## src/rtl/bus_pkg.sv

```systemverilog
// Shared definitions for the memory/peripheral bus: FSM encoding, access
// size codes, read/write codes and the request bundle a master presents.
package bus_pkg;

    // Arbiter FSM encoding
    localparam logic [1:0] ST_IDLE = 2'd0;
    localparam logic [1:0] ST_WAIT = 2'd1;
    localparam logic [1:0] ST_RESP = 2'd2;

    // Access size codes carried on *_size
    localparam logic [1:0] SZ_BYTE = 2'd0;
    localparam logic [1:0] SZ_HALF = 2'd1;
    localparam logic [1:0] SZ_WORD = 2'd2;

    // Direction codes carried on *_rw
    localparam logic RW_READ  = 1'b0;
    localparam logic RW_WRITE = 1'b1;

    // Everything a master drives toward the slaves for one transfer
    typedef struct packed {
        logic [31:0] address;
        logic        rw;
        logic [31:0] write_data;
        logic [1:0]  size;
    } bus_req_t;

endpackage

```

## src/rtl/rr_arbiter2.sv

```systemverilog
// Two-input round-robin pick. A lone requester always wins; on a tie the
// requester that did not win last time gets the bus. Purely combinational
// so the caller decides when the choice is committed.
module rr_arbiter2 (
    input  logic [1:0] req,
    input  logic       last,
    output logic       winner
);

    // Pick the winner from the request pair and the previous owner
    always_comb begin
        // NOTE: assigning a default before the case keeps every path driven, so no latch is inferred.
        winner = last;
        case (req)
            2'b01:   winner = 1'b0;
            2'b10:   winner = 1'b1;
            2'b11:   winner = ~last;
            default: winner = last;
        endcase
    end

endmodule

```

## src/rtl/mem_bus_arbiter.sv

```systemverilog
// Shares the single memory/peripheral bus between the CPU (m0) and a second
// master (m1). The winning request is registered onto the slave side, held
// until a slave answers or the timeout expires, and the response is returned
// to the winner as a one-cycle rec pulse.
module mem_bus_arbiter
    import bus_pkg::*;
#(
    parameter int          TIMEOUT_CYCLES = 255,
    parameter logic [31:0] ERR_DATA       = 32'h0000_0000
) (
    input  logic        mclk,
    input  logic        reset,

    input  logic [31:0] m0_address,
    input  logic        m0_rw_req,
    input  logic        m0_rw,
    input  logic [31:0] m0_write_data,
    input  logic [1:0]  m0_size,
    output logic [31:0] m0_read_data,
    output logic        m0_rec,

    input  logic [31:0] m1_address,
    input  logic        m1_rw_req,
    input  logic        m1_rw,
    input  logic [31:0] m1_write_data,
    input  logic [1:0]  m1_size,
    output logic [31:0] m1_read_data,
    output logic        m1_rec,

    output logic [31:0] s_address,
    output logic        s_rw_req,
    output logic        s_rw,
    output logic [31:0] s_write_data,
    output logic [1:0]  s_size,
    input  logic [31:0] s_read_data,
    input  logic        s_rec,

    output logic        grant,
    output logic        bus_err
);

    // Counter wide enough to hold TIMEOUT_CYCLES itself, where it parks
    localparam int                CNT_W    = $clog2(TIMEOUT_CYCLES + 1);
    localparam logic [CNT_W-1:0]  CNT_LAST = CNT_W'(TIMEOUT_CYCLES - 1);
    localparam logic [CNT_W-1:0]  CNT_SAT  = CNT_W'(TIMEOUT_CYCLES);

    logic [1:0]       r_state;
    bus_req_t         r_req;
    logic             r_s_rw_req;
    logic             r_grant;
    logic [CNT_W-1:0] r_cnt;
    logic [31:0]      r_m0_rdata;
    logic [31:0]      r_m1_rdata;
    logic             r_m0_rec;
    logic             r_m1_rec;
    logic             r_bus_err;

    logic             w_winner;
    logic             w_any_req;
    bus_req_t         w_win_req;
    logic             w_in_wait;
    logic             w_timeout;
    logic             w_done;
    logic             w_err;
    logic [31:0]      w_rdata;

    rr_arbiter2 u_rr (
        .req    ({m1_rw_req, m0_rw_req}),
        .last   (r_grant),
        .winner (w_winner)
    );

    assign w_any_req = m0_rw_req | m1_rw_req;
    assign w_win_req = w_winner
                     ? '{address: m1_address, rw: m1_rw, write_data: m1_write_data, size: m1_size}
                     : '{address: m0_address, rw: m0_rw, write_data: m0_write_data, size: m0_size};

    // s_rec only counts while waiting; a slave answer wins over a timeout in the same cycle
    assign w_in_wait = (r_state == ST_WAIT);
    assign w_timeout = (r_cnt == CNT_LAST);
    assign w_done    = w_in_wait & (s_rec | w_timeout);
    assign w_err     = w_in_wait & ~s_rec & w_timeout;
    assign w_rdata   = s_rec ? s_read_data : ERR_DATA;

    // FSM: grant in IDLE, hold the slave request in WAIT, one RESP cycle before re-arbitrating
    always_ff @(posedge mclk) begin
        // NOTE: sequential state uses non-blocking assignments so every register sees pre-edge values.
        if (reset) begin
            r_state    <= ST_IDLE;
            r_req      <= '0;
            r_s_rw_req <= 1'b0;
            r_grant    <= 1'b1;
        end else begin
            case (r_state)
                ST_IDLE: begin
                    if (w_any_req) begin
                        r_req      <= w_win_req;
                        r_s_rw_req <= 1'b1;
                        r_grant    <= w_winner;
                        r_state    <= ST_WAIT;
                    end
                end
                ST_WAIT: begin
                    if (w_done) begin
                        r_s_rw_req <= 1'b0;
                        r_state    <= ST_RESP;
                    end
                end
                ST_RESP: begin
                    r_state <= ST_IDLE;
                end
                default: begin
                    r_state    <= ST_IDLE;
                    r_s_rw_req <= 1'b0;
                end
            endcase
        end
    end

    // Timeout counter: cleared on grant, counts WAIT cycles, parks at its ceiling
    always_ff @(posedge mclk) begin
        if (reset) begin
            r_cnt <= '0;
        end else if (r_state == ST_IDLE && w_any_req) begin
            r_cnt <= '0;
        end else if (w_in_wait && r_cnt != CNT_SAT) begin
            r_cnt <= r_cnt + 1'b1;
        end
    end

    // Response path: capture data for the owner only, pulse rec/bus_err for the RESP cycle
    always_ff @(posedge mclk) begin
        if (reset) begin
            r_m0_rdata <= '0;
            r_m1_rdata <= '0;
            r_m0_rec   <= 1'b0;
            r_m1_rec   <= 1'b0;
            r_bus_err  <= 1'b0;
        end else begin
            r_m0_rec  <= 1'b0;
            r_m1_rec  <= 1'b0;
            r_bus_err <= w_err;
            if (w_done) begin
                if (r_grant) begin
                    r_m1_rdata <= w_rdata;
                    r_m1_rec   <= 1'b1;
                end else begin
                    r_m0_rdata <= w_rdata;
                    r_m0_rec   <= 1'b1;
                end
            end
        end
    end

    assign s_address    = r_req.address;
    assign s_rw         = r_req.rw;
    assign s_write_data = r_req.write_data;
    assign s_size       = r_req.size;
    assign s_rw_req     = r_s_rw_req;
    assign grant        = r_grant;
    assign bus_err      = r_bus_err;
    assign m0_read_data = r_m0_rdata;
    assign m1_read_data = r_m1_rdata;
    assign m0_rec       = r_m0_rec;
    assign m1_rec       = r_m1_rec;

endmodule
```

## config.mk

```make
export PLATFORM = sky130hd
export DESIGN_NAME = mem_bus_arbiter
export DESIGN_NICKNAME = d
export VERILOG_FILES = /design/src/rtl/bus_pkg.sv /design/src/rtl/rr_arbiter2.sv /design/src/rtl/mem_bus_arbiter.sv
export SDC_FILE = /design/constraint.sdc
export NUM_CORES = 1
export LEC_CHECK = 0
export BUFFER_PORTS_ARGS = -buffer_cell sky130_fd_sc_hd__buf_2
export CAP_MARGIN = 20
export CORE_ASPECT_RATIO = 1.75
export CORE_MARGIN = 3
export CORE_UTILIZATION = 47
export DETAILED_ROUTE_END_ITERATION = 8
export HOLD_SLACK_MARGIN = 0.1
export MAX_ROUTING_LAYER = met4
export PLACE_DENSITY = 0.8
export SLEW_MARGIN = 20
export SYNTH_ARGS = -nofsm -noshare
export SYNTH_HDL_FRONTEND = slang
export SYNTH_SLANG_ARGS = --single-unit
```

## constraint.sdc

```tcl
create_clock -name mclk -period 1.8 [get_ports mclk]
set_input_delay 0.36 -clock mclk [delete_from_list [all_inputs] [get_ports mclk]]
set_output_delay 0.36 -clock mclk [all_outputs]
set_load 0.01 [all_outputs]
```

==> run metrics, run 1 <==
via count=approximately 7400; number of synthesized register bits=146; Worst Path Max Fanout=64; pwr dens=a little over 1000 nW/um2; Mapped Cells=751; CTS buffer count=17; Post-route DRC=0; Final period util=between 90% and 100%; clock buffer depth=2; Netlist Area Pre-Place=6730 um2; relative slew slack=61.0%; CTS root buf=clkbuf_16; setup_tns=0 ns; Slowest cell on crit path=dfxtp_1; global-route usage over all layers=about 29%; ys flop type=dfxtp_1; unrepaired setup endpoints after global routing=no; commonest non-fill, non-tap cell in the layout=buf_2; critical path cell sequence=nor3b_2 > buf_12 > a31oi_1 > a311oi_2; FP Rows=57; Max H-tree Level=4; die height=164 um; Synth async-reset ratio=0%; HP Class=in2reg; synth warn=0; setup ws final=0.133 ns; Final setup viols=0; Int Pwr=6.60 mW; CP Launch Type=flip-flop; Slew Limit Fails=0; critical path data required time=2.12 ns; # Post-CTS Setup Buffers=0; post-DR wirelength/cell=roughly 19 um; Vias/cell=approximately 6.2; initial core utilization=48.2%; first-pass GRT wire length=35.2 mm; Net Sw Power=2.75 mW; Overflow after GRT=0; # fillers=1230; clock power share=40.6%; Placed Area=8350 um2; hold buffers post-CTS=0; Seq pwr share=38.9%; clk_skew=~0.011 ns; Area Overhead vs Synth=33.5%; share of layout cells above drive strength 1=39.1%; DP Worst Slack=0.150 ns; largest net degree at the start of global routing=113; Initial DRT Pass Iterations=5; CTS sink count=146; final std cells w/o fill=1189; Fin. Hold Viols=0; CTS tree=done; Routed Antenna Nets=0; Clock Pin Slew Worst Setup and Hold Paths=0.06 ns; WHS=0.181 ns; Post-synth EDFFs=0; Worst-Margin Slew=0.585 ns; status=complete, no violations; Final HPWL DP=15.0 mm; Initial DRC Count=around 370; crit-path max cell delay=0.51 ns; # placed instances=1156; commonest cells after routing, fill and taps aside=buf_2, dfxtp_1, a311oi_1; mean post-synth cell area=8.96 um2; Std-Cell Core Area=14000 um2; Final #Nets=1171; die footprint=15900 um2; vias in the first global route=7153; final instance area=8990 um2; critical path class=reg2reg; Syn Nets=924; post-layout min period=1.67 ns; maximum vdd drop=0.000579 V; endpoint type of the worst setup path=flip-flop; die width=96.5 um; post-cts sizing count=0; port bufs=306; Combinational Power Share=20.5%; worst-skew pair later-pin latency=0.42 ns; P_leak=3.72 nW; post-synthesis sequential area ratio=43.4%; IO Count=307; WP data arrival=1.99 ns; GP Congestion=0.855; FMAX=around 600 MHz; switching share of power=29.4%; Routed WL=22.4 mm; initial antenna violation count=1; library cells used by synthesis=41; Max-Cap Viols=0
==> cells by family (layout without fill, tap and decap cells) <==
family / after synthesis / in the layout / share of synthesized area (%)
flip-flops: 146 / 146 / 43.4
buffers and inverters: 108 / 368 / 8.10
multiplexers: 1 / 1 / 0.149
other: 0 / 1 / 0
AND/OR/NAND/NOR: 143 / 143 / 10.6
AO/OA/AOI/OAI: 351 / 351 / 37.4
adder cells (fa/ha/maj): 2 / 2 / 0.372
==> synthesized netlist by cell type (2+ instances only) <==
cell type | instances | area, um2
a311oi_1 | 109 | 955
o21ai_1 | 4 | 20.0
or2_1 | 2 | 12.5
nor3b_1 | 2 | 15.0
buf_6 | 7 | 78.8
ha_1 | 2 | 25.0
o21ai_0 | 65 | 325
and4_1 | 3 | 26.3
dfxtp_1 | 146 | 2920
o2111a_1 | 2 | 22.5
and3b_1 | 2 | 17.5
clkbuf_1 | 46 | 173
nand2b_1 | 2 | 12.5
buf_2 | 39 | 195
buf_4 | 10 | 75.1
nor2_1 | 3 | 11.3
a21oi_1 | 70 | 350
and3_1 | 2 | 12.5
a211oi_1 | 3 | 22.5
nand2_1 | 40 | 150
a311oi_2 | 22 | 330
nor2b_1 | 3 | 18.8
nor3_1 | 7 | 35.0
o211ai_1 | 2 | 15.0
nand3_1 | 70 | 350
inv_1 | 4 | 15.0
nor2_2 | 2 | 12.5
a31oi_1 | 68 | 425
and2_1 | 2 | 12.5
==> final cells by class <==
class,instances,area (um2),share of cell area (%)
clock buffers,19,433,4.82
repair buffers,332,1900,21.1
flip-flops and latches,146,2920,32.5
diodes,1,2.50,0.0278
well taps,177,221,2.46
multi-input cells,497,3300,36.7
clock inverters,13,198,2.20
inverters,4,15.0,0.167
==> per-stage QoR <==
step / power [mW] / utilization, %
floorplan: 4.83 / -
global placement: 5.57 / 59.7
detailed placement: 5.61 / 59.7
CTS: 9.39 / 64.2
global route: 9.76 / 64.3
finish: 9.34 / 64.3
==> path summary, 6_finish.rpt <==
path | from | to | slack [ns] | cells past startpoint
hold reg to reg | r_cnt[1]$_SDFFE_PP0P_ | r_cnt[1]$_SDFFE_PP0P_ | 0.51 | 2
setup / recovery | r_state[0]$_SDFFE_PP0P_ | m0_read_data[1]$_SDFFE_PP0P_ | 0.13 | 4
hold / removal | s_rec | bus_err$_SDFF_PP0_ | 0.18 | 2
setup reg to reg | r_state[0]$_SDFFE_PP0P_ | m0_read_data[1]$_SDFFE_PP0P_ | 0.13 | 4
==> state kept, by name, indices dropped and copies added, names as in the netlist <==
| register | cells |
|---|---|
| s_address | 32 |
| r_cnt | 8 |
| s_rw | 1 |
| s_write_data | 32 |
| r_state | 2 |
| s_size | 2 |
| s_rw_req | 1 |
| m0_rec | 1 |
| m1_read_data | 32 |
| bus_err | 1 |
| grant | 1 |
| m1_rec | 1 |
| m0_read_data | 32 |
==> power by group through the flow <==
stage	logic, mW	clock network, mW	registers, mW
after floorplan	1.03	0	3.80
after global placement	1.88	0	3.69
after detailed placement	1.91	0	3.70
after CTS	1.91	3.85	3.63
after global routing	2.11	3.99	3.66
final	1.91	3.79	3.63
==> critical path, delay by kind of cell (launching register included) <==
family          cells  cell delay (ns)
flops               1             0.51
compound gates      2             0.43
buf+inv             1             0.32
simple gates        1             0.31
==> routing by layer <==
layer | vias up | part of all wire [%] | global-route usage, %
met2 | 358 | 52 | 46.5
met3 | 65 | 6.8 | 5.18
met4 | 0 | 4.4 | 13.3
met1 | 3453 | 37 | 33.7
li1 | 3482 | - | -
met5 | - | 0 | -
(Power assumes the default switching activity.)
==> run 2: changes to the inputs <==
--- a/config.mk
+++ b/config.mk
@@ -10,6 +10,7 @@
 export CORE_ASPECT_RATIO = 1.75
 export CORE_MARGIN = 3
 export CORE_UTILIZATION = 47
+export CTS_BUF_LIST = sky130_fd_sc_hd__clkbuf_16
 export DETAILED_ROUTE_END_ITERATION = 8
 export HOLD_SLACK_MARGIN = 0.1
 export MAX_ROUTING_LAYER = met4
==> constraint.sdc (replaced) <==
create_clock -name mclk -period 1.8 [get_ports mclk]
set_input_delay 0.18 -clock mclk [delete_from_list [all_inputs] [get_ports mclk]]
set_output_delay 0.18 -clock mclk [all_outputs]
set_load 0.01 [all_outputs]
==> run 2 against run 1 <==
Effect of this change: worst hold slack worse by 0.085 ns; sequential power about the same; critical path depth unchanged; final cell count up 13%; critical endpoint is now s_address[22]$_SDFFE_PP0P_.
==> run metrics, run 2 (synthesis gave the netlist of run 1 again) <==
largest net degree at the start of global routing=69; Slowest cell on crit path=dfxtp_1; die footprint=15900 um2; Worst-Margin Slew=around 0.59 ns; CTS tree=done; critical path cell sequence=and2_2 > buf_12 > o21ai_0 > a311oi_1; post-layout min period=approximately 1.8 ns; clock buffer depth=2; unrepaired setup endpoints after global routing=no; setup ws final=0.0192 ns; critical path class=reg2reg; Std-Cell Core Area=14000 um2; via count=8856; P_leak=4.40 nW; Routed Antenna Nets=0; worst-skew pair later-pin latency=0.42 ns; HP Class=in2reg; maximum vdd drop=around 0.0006 V; clk_skew=0.0153 ns; Worst Path Max Fanout=slightly below 70; CTS buffer count=17; status=complete, no violations; CTS root buf=clkbuf_16; total power=9.75 mW; initial core utilization=48.2%; Final period util=98.9%; Area Overhead vs Synth=57.4%; die height=164 um; share of layout cells above drive strength 1=roughly a third; Slew Limit Fails=0; # placed instances=1156; Initial DRC Count=between 700 and 800; Placed Area=8380 um2; Fin. Hold Viols=0; GP Congestion=0.906; CP Launch Type=flip-flop; final std cells w/o fill=1348; Post-route DRC=0; global-route usage over all layers=38.1%; Clock Pin Slew Worst Setup and Hold Paths=0.07 ns; CTS sink count=roughly 150; cell family with most CP delay=compound AO/OA/AOI/OAI gates; pwr dens=921 nW/um2; FP Rows=57; commonest non-fill, non-tap cell in the layout=buf_2; Overflow after GRT=0; worst path bufs/invs=1; IO Count=307; Max H-tree Level=4; WP data arrival=2.08 ns; Max-Cap Viols=0; Final setup viols=0; die width=96.5 um; initial antenna violation count=1; post-DR wirelength/cell=between 20 and 25 um; Final #Nets=approximately 1300; relative slew slack=60.9%; first-pass GRT wire length=45.8 mm; commonest cells after routing, fill and taps aside=buf_2, dlygate4sd3_1, dfxtp_1; port bufs=306; Initial DRT Pass Iterations=6; FMAX=562 MHz; final instance area=10600 um2; setup_tns=0 ns; endpoint type of the worst setup path=flip-flop; Routed WL=29.7 mm; vias in the first global route=8786; Vias/cell=6.57; Final HPWL DP=15.2 mm; critical path data required time=~2.1 ns; DP Worst Slack=0.171 ns; crit-path max cell delay=0.50 ns
[run 2: cell count changes in the layout (fill, tap and decap cells not counted), sizes merged]
| cell | before | now |
|---|---|---|
| clkinv | 1 | 2 |
| clkbuf | 19 | 17 |
| bufinv | 4 | 2 |
| clkinvlp | 3 | 1 |
| inv | 9 | 14 |
| dlygate4sd3 | 0 | 159 |
[run 2: layout make-up]
type	instances	area, um2
Clock buffer	17	425
Fill cell	914	3390
Tap cell	177	221
Clock inverter	15	185
Sequential cell	146	2920
Antenna cell	1	2.50
Inverter	4	15.0
Timing Repair Buffer	491	3510
Multi-Input combinational cell	497	3310
[run 2: repair_timing]
action,CTS,global route
gates resized for setup,0,2
hold buffers,159,0
setup buffers,0,0
endpoints found under the setup margin,0,2
hold endpoints to repair,111,0
[run 2: worst reg2reg max path, cell delays in order, from the launching register on]
cell	delay, ns
dfxtp_1	0.50
and2_2	0.23
buf_12	0.26
o21ai_0	0.25
a311oi_1	0.43
[run 2: routing by layer]
metal / part of all wire [%] / wire length [um] / global-route usage, % / up-vias
met3: 10 / 3100 / 9.26 / 231
met4: 8.5 / 2540 / 26.9 / 0
li1: - / - / - / 3792
met5: 0 / 0 / - / -
met2: 48 / 14200 / 58.4 / 818
met1: 33 / 9900 / 42.6 / 4015
[run 2: report_power, final]
part	leakage, nW	total, mW	internal (mW)	switching, mW
Combinational	2.90	2.39	0.998	1.39
Sequential	1.20	3.66	3.49	0.177
Clock	0.299	3.70	2.12	1.58
Total	4.40	9.75	6.60	3.15
[run 2: metrics by stage]
stage	utilization, %	hold slack, ns
floorplan	-	0.258
global placement	59.9	0.416
detailed placement	59.9	0.418
CTS	75.7	0.101
global route	75.8	0.108
finish	75.8	0.0956
[run 2: worst paths after layout]
kind	cells past startpoint	start	end	slack (ns)
setup reg to reg	4	grant$_SDFFE_PP1P_	s_address[22]$_SDFFE_PP0P_	0.02
hold / removal	3	m0_address[30]	s_address[30]$_SDFFE_PP0P_	0.1
hold reg to reg	2	s_address[24]$_SDFFE_PP0P_	s_address[24]$_SDFFE_PP0P_	0.51
setup / recovery	4	grant$_SDFFE_PP1P_	s_address[22]$_SDFFE_PP0P_	0.02
==> run 3: changes to the inputs <==
--- a/config.mk
+++ b/config.mk
@@ -5,7 +5,7 @@
 export SDC_FILE = /design/constraint.sdc
 export NUM_CORES = 1
 export LEC_CHECK = 0
-export BUFFER_PORTS_ARGS = -buffer_cell sky130_fd_sc_hd__buf_2
+export BUFFER_PORTS_ARGS = -buffer_cell sky130_fd_sc_hd__buf_4
 export CAP_MARGIN = 20
 export CORE_ASPECT_RATIO = 1.75
 export CORE_MARGIN = 3
==> run 3 against run 2 <==
Effect of this change: clock skew is 0.0032 ns lower; utilization is 5.1 points higher; sequential power hardly changed; critical path type unchanged; largest power group is now sequential cells; highest routed layer unchanged.
==> run metrics, run 3 (synthesis gave the netlist of run 1 again) <==
Routed WL=30.3 mm; CTS root buf=clkbuf_16; CTS tree=done; Clock Pin Slew Worst Setup and Hold Paths=0.07 ns; Vias/cell=approximately 6.5; IO Count=between 300 and 400; Area Overhead vs Synth=68.0%; register area=2920 um2; total power=9.82 mW; post-DR wirelength/cell=22.4 um; P_leak=between 4 and 5 nW; Post-route DRC=0; Final #Nets=1328; # fillers=813; CTS sink count=146; Overflow after GRT=0; Final HPWL DP=15.7 mm; # Post-CTS Setup Buffers=0; critical path data required time=approximately 2.1 ns; Max-Cap Viols=0; Std-Cell Core Area=~14000 um2; GP Congestion=0.849; FP Rows=57; Worst-Margin Slew=0.703 ns; FMAX=582 MHz; port bufs=306; clk_skew=0.0121 ns; Routed Antenna Nets=0; die width=96.5 um; global-route usage over all layers=38.3%; commonest cells after routing, fill and taps aside=buf_4, dlygate4sd3_1, dfxtp_1; Fin. Hold Viols=0; worst-skew pair later-pin latency=0.42 ns; HP Class=in2reg; via count=8816; critical path class=reg2reg; Final period util=95.5%; DP Worst Slack=0.254 ns; post-layout min period=1.72 ns; maximum vdd drop=0.000526 V; commonest non-fill, non-tap cell in the layout=buf_4; Slew Limit Fails=0; largest net degree at the start of global routing=132; status=complete, no violations; vias in the first global route=8789; multi-input logic area=roughly 3300 um2; relative slew slack=between 50% and 60%; unrepaired setup endpoints after global routing=no; die footprint=roughly 16000 um2; setup ws final=roughly 0.081 ns; share of layout cells above drive strength 1=34.0%; WP data arrival=1.99 ns; Worst Path Max Fanout=36; setup_tns=0 ns; Initial DRC Count=643; initial antenna violation count=2; Initial DRT Pass Iterations=6; pwr dens=868 nW/um2; clock buffer depth=2; endpoint type of the worst setup path=flip-flop; die height=164 um; initial core utilization=48.2%; Final setup viols=0; Max H-tree Level=4; CP Launch Type=flip-flop; CTS buffer count=17; first-pass GRT wire length=46.0 mm
run 3: cell count changes in the layout (fill, tap and decap cells not counted), moves of 2 or more:
cell / change
buf_2: -305
buf_4: +304
a311oi_1: +2
a311oi_2: -2
clkinv_2: +2
diode_2: +2
dlygate4sd3_1: -2
run 3: repair_timing:
item | 4_1_cts | 5_1_grt
gates resized for setup | 0 | 2
endpoints found under the hold margin | 105 | 1
hold buffers | 156 | 1
endpoints found under the setup margin | 0 | 6
run 3: path summary, 6_finish.rpt:
path,from,end,slack [ns],cells past startpoint
max reg2reg,grant$_SDFFE_PP1P_,s_address[22]$_SDFFE_PP0P_,0.08,5
min,s_read_data[26],m0_read_data[26]$_SDFFE_PP0P_,0.11,3
min reg2reg,r_cnt[1]$_SDFFE_PP0P_,r_cnt[1]$_SDFFE_PP0P_,0.50,2
max,grant$_SDFFE_PP1P_,s_address[22]$_SDFFE_PP0P_,0.08,5
run 3: layout make-up:
| cell class | instances | share of cell area [%] |
|---|---|---|
| Tap cell | 177 | 1.96 |
| Clock inverter | 15 | 1.32 |
| Sequential cell | 146 | 25.9 |
| Timing Repair Buffer | 489 | 37.7 |
| Antenna cell | 3 | 0.0664 |
| Inverter | 4 | 0.133 |
| Clock buffer | 17 | 3.76 |
| Multi-Input combinational cell | 497 | 29.2 |
run 3: per-stage QoR:
stage          cell area, um2  instances  utilization [%]  hold WS, ns
2_1_floorplan            6730        751                -        0.258
3_3_place_gp             9150       1156             65.5        0.391
3_5_place_dp             9150       1156             65.5        0.407
4_1_cts                 11300       1344             80.7        0.100
5_1_grt                 11300       1347             80.9        0.102
6_report                11300       1348             80.9        0.109
run 3: per-layer routing:
metal / wire length, um / global-route usage [%] / share of wire [%]
met1: 10000 / 41.0 / 33
met2: 14900 / 62.0 / 49
met3: 2970 / 9.53 / 9.8
met4: 2290 / 24.2 / 7.6
met5: 0 / - / 0
run 3: worst max-delay path, stage by stage, from the launching register on:
cell and delay (ns):
dfxtp_2 0.37, buf_4 0.16, nor2_4 0.16, buf_12 0.21
o21ai_0 0.18, a311oi_1 0.47
run 3: where the power goes:
part / leakage (nW) / total, mW / internal [mW] / switching, mW
Clock: 0.284 / 3.51 / 1.95 / 1.55
Combinational: 3.06 / 2.64 / 1.23 / 1.41
Sequential: 1.19 / 3.67 / 3.49 / 0.186
